$ cat config.mk
export PLATFORM = sky130hd
export DESIGN_NAME = banked_memory
export DESIGN_NICKNAME = d
export VERILOG_FILES = /design/src/rtl/banked_memory.sv
export SDC_FILE = /design/constraint.sdc
export NUM_CORES = 1
export LEC_CHECK = 0
export ABC_AREA = 1
export BUFFER_PORTS_ARGS = -buffer_cell sky130_fd_sc_hd__buf_2
export CAP_MARGIN = 5
export CORE_MARGIN = 4
export CORE_UTILIZATION = 60
export CTS_BUF_LIST = sky130_fd_sc_hd__clkbuf_16
export CTS_CLUSTER_DIAMETER = 200
export DETAILED_ROUTE_END_ITERATION = 8
export PLACE_DENSITY = 0.75
export SLEW_MARGIN = 25
export SYNTH_ARGS = -nofsm -noshare
export SYNTH_HDL_FRONTEND = slang
export SYNTH_SLANG_ARGS = --single-unit
$ cat constraint.sdc
create_clock -name clk -period 3 [get_ports clk]
set_input_delay 0.45 -clock clk [delete_from_list [all_inputs] [get_ports clk]]
set_output_delay 0.45 -clock clk [all_outputs]
set_load 0.01 [all_outputs]
$ cat src/rtl/banked_memory.sv
// Byte-addressed two-lane (even/odd) memory with a post-reset init sequencer; all state on negedge clk.
// Define BANKED_MEMORY_BOOT_IMAGE_EN to preload a boot program at words 0..4 instead of clearing them.

module banked_memory_bank #(
    parameter int LANE_W = 8,
    parameter int IDX_W  = 5
) (
    input  logic              clk,
    input  logic              we,
    input  logic [IDX_W-1:0]  waddr,
    input  logic [LANE_W-1:0] wdata,
    input  logic [IDX_W-1:0]  raddr,
    output logic [LANE_W-1:0] rdata
);
    logic [LANE_W-1:0] mem [2**IDX_W];

    // Array has no reset: the init sequencer owns clearing it.
    always_ff @(negedge clk)
        if (we) mem[waddr] <= wdata;

    assign rdata = mem[raddr];
endmodule

module banked_memory #(
    parameter int DATA_W   = 16,
    parameter int ADDR_W   = 6,
    parameter int SIGN_EXT = 1
) (
    input  logic              clk,
    input  logic              proc_rst,
    input  logic [ADDR_W-1:0] address,
    input  logic [DATA_W-1:0] in,
    input  logic              write,
    input  logic              read,
    input  logic              word,
    output logic [DATA_W-1:0] out,
    output logic              out_valid,
    output logic              busy,
    output logic              misalign
);
    localparam int LANE_W = DATA_W / 2;
    localparam int IDX_W  = ADDR_W - 1;
    localparam int WORDS  = 2 ** IDX_W;

    typedef enum logic {INIT, IDLE} state_t;

    typedef struct packed {
        logic [IDX_W-1:0] idx;
        logic             lane;
        logic             wr;
        logic             rd;
        logic             word;
    } req_t;

    state_t                   state;
    logic [IDX_W-1:0]         ptr;
    req_t                     req;
    logic                     active, mis, do_wr, do_rd;
    logic [1:0]               lane_we;
    logic [IDX_W-1:0]         waddr;
    logic [1:0][LANE_W-1:0]   lane_wd;
    logic [1:0][LANE_W-1:0]   lane_rd;
    logic [LANE_W-1:0]        byte_sel;
    logic [DATA_W-1:0]        rdata;
    logic [DATA_W-1:0]        init_word;

    assign req    = '{idx: address[ADDR_W-1:1], lane: address[0],
                      wr: !write, rd: !read, word: word};
    assign active = (state == IDLE) && proc_rst;
    assign mis    = req.word && req.lane && (req.wr || req.rd);
    assign do_wr  = active && req.wr && !mis;
    assign do_rd  = active && req.rd && !mis;

    always_comb begin
        init_word = '0;
`ifdef BANKED_MEMORY_BOOT_IMAGE_EN
        case (int'(ptr))
            0: init_word = DATA_W'(16'h9080);
            1: init_word = DATA_W'(16'h02E2);
            2: init_word = DATA_W'(16'h22E8);
            3: init_word = DATA_W'(16'h22D1);
            4: init_word = DATA_W'(16'h12F0);
            default: init_word = '0;
        endcase
`endif
    end

    // Byte writes drive the low half of `in` onto whichever lane is enabled.
    always_comb begin
        lane_we    = '0;
        waddr      = req.idx;
        lane_wd[0] = in[LANE_W-1:0];
        lane_wd[1] = req.word ? in[DATA_W-1:LANE_W] : in[LANE_W-1:0];
        if (state == INIT && proc_rst) begin
            lane_we = 2'b11;
            waddr   = ptr;
            lane_wd = init_word;
        end else if (do_wr) begin
            lane_we = req.word ? 2'b11 : (req.lane ? 2'b10 : 2'b01);
        end
    end

    for (genvar l = 0; l < 2; l++) begin : g_lane
        banked_memory_bank #(.LANE_W(LANE_W), .IDX_W(IDX_W)) u_bank (
            .clk   (clk),
            .we    (lane_we[l]),
            .waddr (waddr),
            .wdata (lane_wd[l]),
            .raddr (req.idx),
            .rdata (lane_rd[l])
        );
    end

    // Read path sees pre-write contents, giving read-before-write on a shared edge.
    assign byte_sel = lane_rd[req.lane];
    assign rdata    = req.word ? lane_rd
                               : {{LANE_W{(SIGN_EXT != 0) && byte_sel[LANE_W-1]}}, byte_sel};

    always_ff @(negedge clk) begin
        if (!proc_rst) begin
            state     <= INIT;
            ptr       <= '0;
            out       <= '0;
            out_valid <= 1'b0;
            misalign  <= 1'b0;
            busy      <= 1'b1;
        end else begin
            out_valid <= 1'b0;
            misalign  <= 1'b0;
            case (state)
                INIT: begin
                    ptr <= ptr + IDX_W'(1);
                    if (ptr == IDX_W'(WORDS - 1)) begin
                        state <= IDLE;
                        busy  <= 1'b0;
                    end
                end
                IDLE: begin
                    if (mis) misalign <= 1'b1;
                    if (do_rd) begin
                        out       <= rdata;
                        out_valid <= 1'b1;
                    end
                end
                default: state <= INIT;
            endcase
        end
    end
endmodule

==> results of run 1 <==
==> worst max-delay path by stage <==
stage	start	to	slack, ns	depth (start not counted)
CTS	proc_rst	g_lane[1].u_bank.mem[22][2]	-0.06	11
finish	address[1]	out[0]	-0.20	14
detailed placement	proc_rst	g_lane[0].u_bank.mem[9][3]	-0.75	11
floorplan	address[1]	g_lane[0].u_bank.mem[17][0]	-0.54	10
global route	proc_rst	g_lane[0].u_bank.mem[9][6]	-0.17	12
global placement	proc_rst	g_lane[1].u_bank.mem[21][6]	-0.72	10
==> through the flow <==
step	cells	power, mW	TNS, ns
global placement	2570	10.8	-429.77
floorplan	2023	10.3	-445.45
finish	3239	20.8	-19.12
CTS	3218	20.5	-3.71
detailed placement	2570	10.8	-446.75
global route	3239	21.8	-46.51
==> layout make-up <==
cell class | instances | area (µm²) | share of cell area [%]
tap | 468 | 586 | 1.95
clock buffer | 57 | 1430 | 4.76
multi-input combinational | 1324 | 6570 | 21.9
clock inverter | 578 | 2580 | 8.62
sequential | 537 | 15900 | 53.1
timing repair buffer | 236 | 2720 | 9.07
inverter | 39 | 181 | 0.605
==> registers in the layout, summed over array words and instances (netlist names) <==
register           cells
g_lane.u_bank.mem    512
out                   16
ptr                    5
busy                   1
misalign               1
out_valid              1
state                  1
==> synth_stat cells <==
cell,n
o21ai_0,16
o21ai_2,2
clkbuf_1,15
dfxtp_1,25
inv_4,1
buf_2,69
a21oi_4,1
nand2_2,1
a21oi_1,9
or2_1,1
clkinv_1,1
buf_4,6
nor3_1,5
nand3b_1,1
buf_1,23
nor2_4,2
nor2_1,121
ha_1,2
a22o_1,2
inv_1,29
inv_2,9
buf_6,9
edfxtp_1,512
nand2_1,704
nand3_1,451
nor2_2,2
o21ai_1,4
==> logic make-up after synthesis <==
family / count (synthesis)
flops: 537
simple gates: 1288
fa+ha+maj: 2
buf+inv: 162
compound gates: 34
==> power by group through the flow <==
stage	Clock (mW)	Sequential, mW	Combinational (mW)
after floorplan	1.06	8.47	0.739
after global placement	1.06	8.47	1.27
after detailed placement	1.06	8.48	1.30
after CTS	10.7	8.38	1.39
after global routing	11.9	8.36	1.63
final	10.9	8.37	1.55
==> repair_timing <==
item / in CTS / in global routing
buffers inserted: 10 / 15
setup endpoints to repair: 519 / 544
gates resized for setup: 89 / 71
cloned: 4 / 8
pin swaps: 19 / 26
==> per-layer routing <==
| layer | share of wire [%] | vias to the layer above | routed length [µm] |
|---|---|---|---|
| li1 | - | 8428 | - |
| met1 | 33 | 8901 | 23800 |
| met2 | 49 | 1522 | 35000 |
| met3 | 12 | 388 | 8570 |
| met4 | 6.2 | 0 | 4450 |
| met5 | 0 | - | 0 |
==> critical path, cell delays in order <==
cell,delay (ns)
buf_16,0.14
inv_8,0.11
buf_8,0.19
buf_4,0.19
nand2_1,0.13
nand3_1,0.15
nand3_1,0.12
nand2_1,0.09
nand2_1,0.05
nand3_1,0.20
nand3_1,0.19
nand3_2,0.14
nand2_1,0.07
inv_1,0.05
==> impl_metrics.py, run 1 <==
metrics = {
    "logic_synthesis": {
        "synthTopCellsByArea": "edfxtp_1 (69%), nand2_1 (12%), nand3_1 (10%)",
        "ys_seq_area_share_pct": 71.1,
        "synth_compound_area_share_pct": 0.880,
        "synth_top_area_cell": "edfxtp_1",
        "muxShareOfSynthArea_pct": 0,
        "synth_area_mm2": 0.0223,
        "synth-xor-area-share_pct": 0,
        "syn_avg_cell_area_um2": 11.0,
        "yosysWarningCount": 0,
        "synth_nets": 2052,
        "synthDistinctLibCells": 27,
        "ys_ff_latch": 537,
        "synthAdderAreaFrac_pct": 0.112,
        "synthCells": 2023,
        "yosysTopAreaCellShare_pct": 68.9,
        "synth_top_family_by_area": "simple AND/OR/NAND/NOR gates",
        "synthSimpleGateAreaFrac_pct": 24.3,
    },
    "power": {
        "p_leak_nw": 13.4,
        "seq_power_share_pct": 40.2,
        "powerDensity_mw_per_mm2": 696,
        "switching_share_pct": 30.2,
        "power_frac_clock_pct": 52.4,
        "max-vdd-ir-drop_mv": 0.676,
        "internal-power_mw": 14.5,
        "p_comb_share_pct": 7.4,
        "p_sw_mw": 6.30,
    },
    "sta": {
        "hold_violations": 0,
        "tightestPinTransition_ns": 0.445,
        "skew_ns": 0.0784,
        "slew_violations": 0,
        "finalSetupViolCount": 450,
        "final.setup.worst_slack_ns": -0.199,
        "max-slew-margin-rel_pct": 70.3,
        "rsz0062_at_grt": "yes",
        "fin_worst_hold_slack_ns": 0.521,
    },
    "min_path": {
        "hold_path_depth": 2,
        "hold_end": "busy",
        "hp-class": "reg2reg",
        "min-delay-start": "busy",
    },
    "placement": {
        "place_hpwl_um": 37000,
        "dpl_cell_area_mm2": 0.0248,
        "io_buffer_count": 45,
        "place.gp.congestion": 0.946,
        "pre_cts_slack_ns": -0.751,
    },
    "routing": {
        "viasPerCell": 5.94,
        "wire_per_inst_um": 22.2,
        "vias": 19200,
        "drtAntennaViolNets": 0,
        "drt_iter0_drc": 2911,
        "drt-total-wl_um": 71800,
        "drcViolationCount": 0,
        "dr.pass1.iters": 7,
    },
    "worst_setup_path": {
        "reg2reg_slack_ns": 0.80,
        "path_max_fanout": 17,
        "crit_path_start_kind": "input pin",
        "timing.rr.start": "state",
        "worst_setup_path_end_kind": "flop",
        "required_ns": 2.07,
        "cp.arrival_ns": 2.27,
        "reg2reg_to": "g_lane[0].u_bank.mem[24][6]",
        "reg2regPathDepth": 10,
        "critPathKind": "in2reg",
    },
    "clock_network": {
        "cts_tree": "built",
        "cts_made_buffers": 54,
        "clk_pin_slew_ns": 0.05,
        "cts.sinks": 537,
        "ctsLongestPathBuffers": 3,
        "ctsHtreeMaxLevel": 2,
        "cts_hold_buf": 0,
        "cts_root_buffer": "clkbuf_16",
        "clock_latency_ns": 0.71,
    },
    "floorplanning": {
        "die_height_um": 201,
        "die_area_mm2": 0.0403,
        "start_util_pct": 61.0,
        "num_io_pins": 46,
        "coreArea_mm2": 0.0366,
        "fp.dieW_um": 201,
        "num_rows": 70,
    },
    "flow_run": {
        "drv_cap": 0,
    },
    "grt": {
        "met3_usage_pct": 9.69,
        "grt_pass1_vias": 20400,
        "use_met2_pct": 54.2,
        "grt_busiest_layer": "met2",
        "grt_max_degree": 46,
        "overflow": 0,
        "grt_usage_pct": 33.1,
        "grt_pass1_wl_um": 103000,
        "met1_usage_pct": 37.6,
        "antenna_found_initial": 0,
    },
    "layout": {
        "post_route_cells_drive_above_1_share_pct": 18.5,
        "post-route-util_pct": 81.8,
        "final_area_mm2": 0.0300,
        "final_common_cell": "nand2_1",
        "nFillCells": 1847,
        "antenna_cells": 0,
        "layout_common_cells": "nand2_1 (679), inv_1 (572), edfxtp_1 (512)",
        "syn2layout_area_growth_pct": 34.3,
        "num-nets-final": 2758,
    },
    "run_status": {
        "failed_checks": "setup timing",
        "status": "finished with violations",
    },
}
No activity file was read; power rests on OpenSTA's default activity.
==> run 2: changes to the inputs <==
Settings changed: ABC_CLOCK_PERIOD_IN_PS set to 3000, CORE_MARGIN 4 to 5, RECOVER_POWER set to 25.
==> run 2 against run 1 <==
Against the previous run: the run ends with DRC, setup timing left; clock skew is 0.034 ns lower; non-clock buffer count is 20 lower; hold slack worse by 0.012 ns; setup slack worse by 0.016 ns; sequential power hardly changed; count of clock-buffer cells in the layout stayed put; design area is 2.0% lower; combinational power is 3% lower; wire length is 2.0% lower.
==> impl_metrics.py, run 2 (same netlist as run 1, synthesis figures left out) <==
metrics = {
    "routing": {
        "viasPerCell": 6.01,
        "drtAntennaViolNets": 0,
        "vias": 19300,
        "wire_per_inst_um": 21.9,
        "drcViolationCount": 2,
        "drt-total-wl_um": 70400,
        "drt_iter0_drc": 3134,
        "dr.pass1.iters": 9,
    },
    "sta": {
        "slew_violations": 0,
        "fin_tns_setup_ns": -56.74,
        "final.setup.worst_slack_ns": -0.216,
        "rsz0062_at_grt": "yes",
        "max-slew-margin-rel_pct": 70.3,
        "skew_ns": 0.0439,
        "hold_violations": 0,
        "finalSetupViolCount": 541,
        "tightestPinTransition_ns": 0.445,
    },
    "run_status": {
        "status": "finished with violations",
        "failed_checks": "DRC, setup timing",
    },
    "clock_network": {
        "ctsHtreeMaxLevel": 2,
        "clock_latency_ns": 0.66,
        "cts_root_buffer": "clkbuf_16",
        "cts_tree": "built",
        "ctsLongestPathBuffers": 3,
        "cts.sinks": 537,
        "cts_hold_buf": 0,
        "clk_pin_slew_ns": 0.04,
        "cts_made_buffers": 54,
    },
    "layout": {
        "syn2layout_area_growth_pct": 31.6,
        "top_register": "g_lane.u_bank.mem",
        "layout_common_cells": "nand2_1 (678), inv_1 (573), edfxtp_1 (512)",
        "antenna_cells": 0,
        "final_cells": 3216,
        "largest_reg_flops": 512,
        "final_common_cell": "nand2_1",
        "post_route_cells_drive_above_1_share_pct": 16.7,
        "top_regs": "g_lane.u_bank.mem x512, out x16, ptr x5",
        "num-nets-final": 2739,
    },
    "power": {
        "max-vdd-ir-drop_mv": 0.557,
        "powerDensity_mw_per_mm2": 694,
        "p_leak_nw": 13.1,
    },
    "min_path": {
        "hp-class": "reg2reg",
        "min-delay-start": "busy",
    },
    "worst_setup_path": {
        "worst_path_largest_cell_delay_ns": 0.25,
        "cp.arrival_ns": 2.03,
        "path_cells": "buf_8 > inv_2 > nor2_4 > buf_4 > o21ai_2 > nand2_1 > inv_2 > nand2_1 > buf_4 > nor2_4",
        "crit_start": "proc_rst",
        "timing.rr.start": "state",
        "worst_setup_path_end_kind": "flop",
        "required_ns": 1.81,
        "crit_path_start_kind": "input pin",
        "path_max_fanout": 8,
        "cpMaxStageDelayCell": "o21ai_2",
        "critPathKind": "in2reg",
    },
    "grt": {
        "antenna_found_initial": 0,
        "overflow": 0,
        "grt_pass1_wl_um": 101000,
        "grt_max_degree": 44,
        "grt_usage_pct": 32.0,
        "grt_pass1_vias": 19500,
    },
    "floorplanning": {
        "start_util_pct": 60.8,
        "fp.dieW_um": 203,
        "die_height_um": 203,
        "die_area_mm2": 0.0412,
        "coreArea_mm2": 0.0367,
        "num_io_pins": 46,
        "num_rows": 70,
    },
    "placement": {
        "place.gp.congestion": 0.915,
        "place_hpwl_um": 38000,
        "io_buffer_count": 45,
        "dp.cells": 2562,
    },
    "flow_run": {
        "drv_cap": 0,
    },
}
==> run 2: cell types whose count changed in the layout (fill, tap and decap cells not counted), moves of 3 or more <==
cell	change
dfxtp_2	-8
nand3_1	+23
clkinvlp_2	-3
dfxtp_1	+8
buf_2	+8
buf_12	-4
clkbuf_16	-4
buf_6	-17
nand3_2	-25
inv_6	+3
bufinv_16	-4
==> run 2: metrics by stage <==
step / hold WS (ns) / utilization (%) / setup slack [ns] / power [mW] / area, µm²
after detailed placement: 0.497 / 67.1 / -0.803 / 10.8 / 24600
final: 0.508 / 80.0 / -0.216 / 20.4 / 29400
after CTS: 0.506 / 78.9 / -0.0858 / 20.1 / 29000
after floorplan: 0.481 / - / -0.541 / 10.3 / 22900
after global routing: 0.530 / 80.0 / -0.250 / 21.4 / 29400
after global placement: 0.488 / 67.1 / -0.749 / 10.8 / 24600
==> run 2: layout make-up <==
type | instances | area [µm²]
clock inverter | 574 | 2470
timing repair buffer | 216 | 2330
timing repair inverter | 1 | 8.76
tap | 468 | 586
sequential | 537 | 15900
inverter | 39 | 189
multi-input combinational | 1324 | 6470
fill | 1884 | 7330
clock buffer | 57 | 1430
==> run 2: where the power goes <==
group	total [mW]	leakage [nW]	internal, mW	switching (mW)
logic	1.50	4.45	0.485	1.01
clock network	10.5	3.80	5.33	5.19
registers	8.37	4.89	8.35	0.0223
total	20.4	13.1	14.2	6.22
==> run 2: timing repair <==
item,4_1_cts,5_1_grt
setup endpoints to repair,546,547
pin swaps,33,19
cloned,5,5
gates resized for setup,66,63
setup buffers,3,11
==> run 2: routing by layer <==
layer / vias to the layer above / share of wire (%) / track usage, %
met4: 0 / 5.7 / 17.9
li1: 8388 / - / -
met2: 1713 / 48 / 50.9
met3: 376 / 13 / 10.7
met1: 8853 / 34 / 38.6
met5: - / 0 / 0
==> run 2: worst paths after layout <==
| path | end | slack (ns) | cells past startpoint |
|---|---|---|---|
| setup reg to reg | g_lane[1].u_bank.mem[27][4] | 0.69 | 8 |
| hold reg to reg | busy | 0.51 | 2 |
| setup / recovery | g_lane[1].u_bank.mem[27][4] | -0.22 | 10 |
| hold / removal | busy | 0.51 | 2 |
==> run 2: critical path, delay by kind of cell <==
family | cells | cell delay (ns)
AO/OA/AOI/OAI | 1 | 0.25
AND/OR/NAND/NOR | 4 | 0.57
buffers and inverters | 5 | 0.73
